<file path="src/rtl/ex_pipe_reg.sv">
// Handshaked pipeline stage register (decode -> execute) with flush and stall-vector bubbles.
// Define EX_PIPE_SKID_EN for the two-entry skid build with registered in_ready; default is head-only.
module ex_pipe_reg #(
  parameter int               WIDTH     = 64,
  parameter int               STALL_W   = 6,
  parameter int               STAGE     = 2,
  parameter logic [WIDTH-1:0] NOP_VALUE = {WIDTH{1'b0}}
) (
  input  logic               clk,
  input  logic               rst,
  input  logic [STALL_W-1:0] stall,
  input  logic               flush,
  input  logic               in_valid,
  input  logic [WIDTH-1:0]   in_data,
  output logic               in_ready,
  output logic               out_valid,
  output logic [WIDTH-1:0]   out_data,
  input  logic               out_ready,
  output logic [1:0]         count
);

  logic             r_head_valid;
  logic [WIDTH-1:0] r_head_data;
  logic             w_head_valid_nxt;
  logic [WIDTH-1:0] w_head_data_nxt;
  logic             w_in_fire;
  logic             w_out_fire;
  logic             w_unused_stall;

  // Only our own two stall bits matter; the rest of the core vector is ignored.
  assign w_unused_stall = ^stall;

  assign w_out_fire = r_head_valid & out_ready & ~stall[STAGE+1];
  assign w_in_fire  = in_valid & in_ready & ~stall[STAGE] & ~flush;

  assign out_valid = r_head_valid;
  assign out_data  = r_head_valid ? r_head_data : NOP_VALUE;

`ifdef EX_PIPE_SKID_EN
  logic             r_skid_valid;
  logic [WIDTH-1:0] r_skid_data;
  logic             r_in_ready;
  logic             w_skid_valid_nxt;
  logic [WIDTH-1:0] w_skid_data_nxt;

  // in_fire never coincides with a valid skid, because in_ready is ~skid_valid.
  always_comb begin
    // NOTE: every output gets a default first, so no path leaves a latch behind.
    w_head_valid_nxt = r_head_valid;
    w_head_data_nxt  = r_head_data;
    w_skid_valid_nxt = r_skid_valid;
    w_skid_data_nxt  = r_skid_data;
    if (flush) begin
      w_head_valid_nxt = 1'b0;
      w_skid_valid_nxt = 1'b0;
    end else begin
      if (w_out_fire) begin
        w_head_valid_nxt = r_skid_valid;
        w_head_data_nxt  = r_skid_data;
        w_skid_valid_nxt = 1'b0;
      end
      if (w_in_fire) begin
        if (w_head_valid_nxt) begin
          w_skid_valid_nxt = 1'b1;
          w_skid_data_nxt  = in_data;
        end else begin
          w_head_valid_nxt = 1'b1;
          w_head_data_nxt  = in_data;
        end
      end
    end
  end

  always_ff @(posedge clk or posedge rst) begin
    if (rst) begin
      r_head_valid <= 1'b0;
      r_skid_valid <= 1'b0;
      r_in_ready   <= 1'b0;
    end else begin
      r_head_valid <= w_head_valid_nxt;
      r_skid_valid <= w_skid_valid_nxt;
      r_in_ready   <= ~w_skid_valid_nxt;
    end
  end

  always_ff @(posedge clk) begin
    r_skid_data <= w_skid_data_nxt;
  end

  assign in_ready = r_in_ready;
  assign count    = {1'b0, r_head_valid} + {1'b0, r_skid_valid};
`else
  always_comb begin
    w_head_valid_nxt = r_head_valid;
    w_head_data_nxt  = r_head_data;
    if (flush) begin
      w_head_valid_nxt = 1'b0;
    end else begin
      if (w_out_fire) w_head_valid_nxt = 1'b0;
      if (w_in_fire) begin
        w_head_valid_nxt = 1'b1;
        w_head_data_nxt  = in_data;
      end
    end
  end

  always_ff @(posedge clk or posedge rst) begin
    if (rst) r_head_valid <= 1'b0;
    else     r_head_valid <= w_head_valid_nxt;
  end

  assign in_ready = ~rst & (~r_head_valid | w_out_fire);
  assign count    = {1'b0, r_head_valid};
`endif

  // NOTE: payload storage is not reset; the valid bits alone say whether it means anything.
  always_ff @(posedge clk) begin
    r_head_data <= w_head_data_nxt;
  end

endmodule

</file>
<file path="config.mk">
export PLATFORM = sky130hd
export DESIGN_NAME = ex_pipe_reg
export DESIGN_NICKNAME = d
export VERILOG_FILES = /design/src/rtl/ex_pipe_reg.sv
export SDC_FILE = /design/constraint.sdc
export NUM_CORES = 1
export LEC_CHECK = 0
export BUFFER_PORTS_ARGS = -buffer_cell sky130_fd_sc_hd__buf_4
export CAP_MARGIN = 20
export CORE_MARGIN = 1
export CORE_UTILIZATION = 39
export DETAILED_ROUTE_END_ITERATION = 8
export PLACE_DENSITY_LB_ADDON = 0.05
export REMOVE_ABC_BUFFERS = 1
export SLEW_MARGIN = 5
export SYNTH_ARGS = -nofsm -noshare
export SYNTH_HDL_FRONTEND = slang
export SYNTH_SLANG_ARGS = --single-unit
</file>
<file path="constraint.sdc">
create_clock -name clk -period 4.8 [get_ports clk]
set_clock_uncertainty 0.15 [all_clocks]
set_input_delay 0.48 -clock clk [delete_from_list [all_inputs] [get_ports clk]]
set_output_delay 0.48 -clock clk [all_outputs]
set_load 0.1 [all_outputs]
</file>
[After elaboration in Yosys (flattened, before gate mapping)]
Cells that the tools add are included.
Word-level totals
  register bits after elaboration: 65
  input port bits: 75
  output and inout bits: 68
  word-level logic and storage cells: 20
Cells by class
  multiplexer cells: 4
  bitwise gates (word level): 12
  reduce and logical (&&, ||, !) cells: 2
Operator list (count)
  two-way mux 64 bit: 1
  AND 1 bit: 6
  inverter 1 bit: 5
  two-way mux 1 bit: 3
  nonzero test 3 bit: 1
  AND reduction 2 bit: 1
  bitwise OR 1 bit: 1

[Depth between registers and ports, before layout]
Gate-level depths: netlist of the first run.
  depth in word-level cells: 9
  gate-level depth with buffers: 3
  gate-level depth less buffers: 2

[Least setup slack after synthesis of the first run]
OpenSTA, ideal clock, no wires.
  kind: register to register
  start: register r_head_valid (netlist: out_valid)
  end: register r_head_data[0] (enable)
  library setup time: 0.507 ns
  arrival: 4.321 ns
  required time: 4.143 ns
  path slack: -0.178 ns
  stages on the path, launching flop included: 4
  buffers on the path: 2
  period minus slack after synthesis: 4.978 ns
  path through: dfrtp_1 clkbuf_1 clkbuf_1 a21oi_1
Between the ends
  word-level cells in the longest chain between the ends: 8
  elaborated cells on any way between the ends: 9
  those cells by class: 8 x bitwise; 1 x reduce/logical
RTL lines
  start: declaration: RTL line 22  | logic r_head_valid;
  start signal: assignment: RTL line 109  | else r_head_valid <= w_head_valid_nxt;
  AND 1 bit (2 in series): RTL line 33  | assign w_out_fire = r_head_valid & out_ready & ~stall[STAGE+1];
  bitwise OR 1 bit *: RTL line 112  | assign in_ready = ~rst & (~r_head_valid | w_out_fire);
  AND 1 bit *: RTL line 112
  AND 1 bit * (3 in series): RTL line 34  | assign w_in_fire = in_valid & in_ready & ~stall[STAGE] & ~flush;
  AND reduction 2 bit (no source line) *
  end signal: assignment: RTL line 118  | r_head_data <= w_head_data_nxt;
  end: declaration: RTL line 23  | logic [WIDTH-1:0] r_head_data;
Every way passes the cells marked *; elsewhere a longest branch is shown, timed or not.
A chain may end at the register's enable or synchronous reset.

[Worst setup path after layout of the first run]
  start: input rst
  end: register r_head_data[58] (enable)
Between the ends
  word-level cells in the longest chain between the ends: 6
RTL lines
  start: declaration: RTL line 10  | input logic rst,
  inverter 1 bit: RTL line 112
  AND 1 bit: RTL line 112
  AND 1 bit (3 in series): RTL line 34
  AND reduction 2 bit (no source line)
Every way passes these cells.

==> run metrics, run 1 <==
Routed wire per std cell=12.7 um; die area=0.00657 mm^2; register area=0.00195 mm^2; top cells by area, synth=edfxtp_1 (79%), and2_1 (16%), clkbuf_1 (1.1%), dfrtp_1 (1.0%), buf_4 (0.62%); Worst setup EP type=flop; RSZ-0062 raised after global routing=no; share of cells above drive strength 1=0.526; Clk Latency, worst-skew pair=320 ps; NumNets Final=363; CTS Buf Count=9; Gate Count Post-Synth=146; VDD IR-drop max=196 uV; clock power share=0.303; maximum number of pins on one net before global-route repair=70; simple-gate share of the synthesized area=0.173; DR pass1 iterations=3; post-synthesis xor/xnor area fraction=0; Leak Pwr=1.61 nW; Logic pwr share=0.165; pins over their slew limit=0; DRC=0; Mapped Area=0.00244 mm^2; IO buf count=137; max cap viols=0; Distinct cells, synth=12; Data required, critical path=4630 ps; Clock Root Buffer=clkbuf_8; Post-Synth Adder-Cell Area=0; largest family of logic cells by synthesized area=simple AND/OR/NAND/NOR gates; crit path kind=in -> reg; flops & latches, synth=65; register area share after synthesis=0.798; Post-Syn Area per Cell=16.7 um^2; Pwr Total=1.21 mW; area grow syn2layout=52.2%; area leader, netlist=edfxtp_1; ant diodes=0; grt ovf=0; period utilization=0.576; Startpoint Class=input port; Post-DRT Antenna Nets=0; commonest non-fill, non-tap cell in the layout=buf_4; largest buffer count on any clock path=2; DR vias=1597; GR Util All Layers=0.146; Reg clk slew, reported paths=70 ps; Vias/cell=4.34; Hold Path Class=in -> reg; Worst EP arrival=2600 ps; starting density of the core=0.407; area occupied by multi-input gates=458 um^2; row count=28; max frequency=0.362 GHz; crit path time final=2770 ps; post-CTS setup repair buffer count=0; DRT iter0 DRCs=95; die width=81.1 um; final hold slack=184 ps; Synth warnings=0; hold_buf cts=1; compound-gate portion of the synthesized area=0.00821; actual slew at the worst max-slew pin=842 ps; GPL Wtd Cong=0.673; CTS tree=yes; DIE HEIGHT=81.1 um; CTS resizes=0; # IOs=143; Int Pwr=0.882 mW; post-synthesis mux area share=0; Sequential Power Share=0.532; area of the core=0.00599 mm^2; critical path peak fanout=26; initial antenna violation count=0; wirelength, routed=4.66 mm; switching share of power=0.270; vias in the first global route=1532; final setup vio count=0; relative slew slack=0.438; status=finished clean; top cell type's share of synthesized area=0.788; pwr/cell area=326 mW/mm^2; most frequent cells in the layout=buf_4 (139), and2_1 (64), edfxtp_1 (64); wire length of the first global-routing pass=6.97 mm; clk sinks=65; Fillers=507; switching power total=0.327 mW; final hold vios=0; Clock H-tree levels=3
synthesized netlist by cell type:
| cell type | number |
|---|---|
| or4b_1 | 1 |
| clkbuf_1 | 7 |
| conb_1 | 1 |
| inv_1 | 1 |
| nand2b_1 | 1 |
| and2_1 | 64 |
| a21bo_1 | 1 |
| dfrtp_1 | 1 |
| a21oi_1 | 2 |
| buf_4 | 2 |
| edfxtp_1 | 64 |
| nor2b_1 | 1 |
metal layers:
| layer | GRT usage | vias up | share of wire |
|---|---|---|---|
| met1 | 0.156 | 722 | 0.35 |
| met3 | 0.0629 | 10 | 0.11 |
| met2 | 0.240 | 82 | 0.52 |
| met4 | 0.0875 | 0 | 0.021 |
| li1 | - | 783 | - |
| met5 | 0 | - | 0 |
power by group through the flow:
| stage | sequential [mW] | combinational, mW | clock (mW) |
|---|---|---|---|
| finish | 0.643 | 0.200 | 0.367 |
| global route | 0.645 | 0.207 | 0.405 |
| CTS | 0.643 | 0.201 | 0.382 |
| detailed placement | 0.656 | 0.200 | 0 |
| global placement | 0.655 | 0.198 | 0 |
| floorplan | 0.660 | 0.124 | 0 |
registers in the layout, summed over array words and instances (netlist names):
signal / count
out_valid: 1
r_head_data: 64
final timing paths:
path | slack (ps) | to | startpoint | cells after the start
worst max-delay path | 2030 | r_head_data[58] | rst | 5
max in group asynchronous | 3990 | out_valid | rst | 3
worst min-delay path | 180 | r_head_data[13] | in_data[13] | 1
worst max register to register | 2600 | r_head_data[58] | out_valid | 2
min in group asynchronous | 410 | out_valid | rst | 3
worst min register to register | 1050 | out_valid | out_valid | 2
through the flow:
stage	instance area [um^2]	setup TNS (ps)	instances	util	setup slack [ps]
finish	3710	0	368	0.620	2030
global route	3710	0	368	0.620	1890
CTS	3710	0	368	0.620	2020
detailed placement	3550	0	351	0.592	2230
global placement	3550	0	351	0.592	2230
floorplan	2400	-55520	137	-	-867
area by class of cell:
type,count,share of cell area
tap,75,0.0253
clock buffer,12,0.0364
clock inverter,4,0.00539
inverter,1,0.00101
multi-input combinational,71,0.123
timing repair buffer,140,0.284
sequential,65,0.525
critical path, cell delays in order:
cell,delay (ps)
dlygate4sd3_1,530
buf_4,140
or4b_1,580
a21oi_4,440
buf_4,420
kinds of logic after synthesis:
family	count (synthesis)
DFF	65
buffers and inverters	10
other	1
AOI/OAI and AO/OA	3
and+or+nand+nor	67
Power figures use the tool's default switching activity.
==> run 2, diff against run 1 <==
--- a/config.mk
+++ b/config.mk
@@ -8,7 +8,7 @@
 export BUFFER_PORTS_ARGS = -buffer_cell sky130_fd_sc_hd__buf_4
 export CAP_MARGIN = 20
 export CORE_MARGIN = 1
-export CORE_UTILIZATION = 39
+export CORE_UTILIZATION = 43
 export DETAILED_ROUTE_END_ITERATION = 8
 export PLACE_DENSITY_LB_ADDON = 0.05
 export REMOVE_ABC_BUFFERS = 1
==> constraint.sdc (replaced) <==
create_clock -name clk -period 2.75 [get_ports clk]
set_clock_uncertainty 0.15 [all_clocks]
set_input_delay 0.275 -clock clk [delete_from_list [all_inputs] [get_ports clk]]
set_output_delay 0.275 -clock clk [all_outputs]
set_load 0.1 [all_outputs]
==> run metrics, run 2 (synthesized netlist as in run 1, its figures left out) <==
Worst setup EP type=output port; NumNets Final=429; CTS resizes=0; R2R setup slack=920 ps; initial antenna violation count=0; FF-to-FF End=r_head_data[4]; pwr/cell area=518 mW/mm^2; vias in the first global route=1948; ant diodes=0; critical path peak fanout=31; maximum number of pins on one net before global-route repair=45; commonest non-fill, non-tap cell in the layout=buf_4; max cap viols=0; CP bufs+invs=2; DRC=0; Pwr Total=2.28 mW; RSZ-0062 raised after global routing=no; Worst path most repeated cell=buf_4; Vias/cell=4.32; final hold vios=0; reg-to-reg startpoint=out_valid; IO buf count=137; wirelength, routed=5.75 mm; final non-filler cell total=430; VDD IR-drop max=391 uV; Endpoint, Worst Hold=out_valid; R2R depth=3; final hold slack=137 ps; Clock H-tree levels=3; Clock Root Buffer=clkbuf_8; Worst EP arrival=1800 ps; Worst Min Path Start=flush; DR pass1 iterations=4; final setup vio count=0; status=finished clean; Post-DRT Antenna Nets=0; hold_buf cts=65; CTS tree=yes; WP depth=3; Routed wire per std cell=13.4 um; CP Cell Sequence=buf_4 > and2_1 > buf_4; DRT iter0 DRCs=76; # IOs=143; crit path kind=reg -> out; Crit path max-delay family=flip-flops; share of cells above drive strength 1=0.427; crit path time final=2220 ps; row count=27; Reg clk slew, reported paths=60 ps; max frequency=0.450 GHz; CTS Buf Count=9; Hold Path Class=in -> reg; GPL Wtd Cong=0.737; Startpoint Class=flop; CP max stage cell=dfrtp_1; period utilization=0.808; DIE HEIGHT=77.3 um; worst hold stages=3; die area=0.00598 mm^2; DR vias=1857; largest buffer count on any clock path=2; post-CTS setup repair buffer count=0; clk sinks=65; most frequent cells in the layout=buf_4 (140), dlygate4sd3_1 (65), and2_1 (64), edfxtp_1 (64), clkbuf_8 (9); GR Util All Layers=0.201; Clk Latency, worst-skew pair=320 ps; Data required, critical path=2330 ps; wire length of the first global-routing pass=8.95 mm; Top reg by flops=r_head_data; die width=77.3 um; pins over their slew limit=0; area grow syn2layout=80.2%; Placed Cells=350; slowest cell delay on critical path=640 ps; grt ovf=0; max FFs per register=64; area of the core=0.00547 mm^2; starting density of the core=0.446; Leak Pwr=1.90 nW
## run 2: cell count changes in the layout (fill, tap and decap cells not counted), moves of 3 or more
cell           change
dlygate4sd3_1     +64
clkinv_1           +4
clkbuf_1           -3
clkinv_2           -3
## run 2: final cells by class
type | count | area [um^2]
sequential | 65 | 1950
timing repair buffer | 206 | 1720
fill | 333 | 1080
multi-input combinational | 71 | 458
clock buffer | 9 | 124
tap | 72 | 90.1
clock inverter | 6 | 50.0
inverter | 1 | 3.75
## run 2: worst register-to-register path: cells and delay by family (launching register included)
family	cells	cell delay [ps]
flip-flops	1	560
AO/OA/AOI/OAI	1	190
buffers and inverters	2	620
## run 2: how the worst max path moves through the flow
| stage | start | endpoint | slack (ps) |
|---|---|---|---|
| after floorplan | out_valid | r_head_data[0] | -2920 |
| after global placement | rst | r_head_data[39] | 810 |
| after detailed placement | rst | r_head_data[26] | 790 |
| after CTS | out_valid | out_data[63] | 480 |
| after global routing | out_valid | out_data[50] | 340 |
| final | out_valid | out_data[63] | 530 |
## run 2: metal layers
metal | part of all wire | vias to the layer above | GRT usage | wire length, um
met5 | 0 | - | 0 | 0
met4 | 0.011 | 0 | 0.0981 | 63
met3 | 0.076 | 7 | 0.0571 | 439
met2 | 0.53 | 82 | 0.355 | 3040
met1 | 0.38 | 851 | 0.221 | 2210
li1 | - | 917 | - | -
## run 2: where the power goes
| part | internal [mW] | switching (mW) |
|---|---|---|
| Combinational | 0.171 | 0.264 |
| Sequential | 1.11 | 0.00638 |
| Clock | 0.399 | 0.325 |
## run 2: per-stage QoR
step / worst slack, ps / setup TNS [ps] / cell area (um^2) / util
after floorplan: -2920 / -234300 / 2400 / -
after global placement: 808 / 0 / 3570 / 0.652
after detailed placement: 785 / 0 / 3570 / 0.652
after CTS: 483 / 0 / 4390 / 0.803
after global routing: 341 / 0 / 4390 / 0.803
final: 529 / 0 / 4390 / 0.803
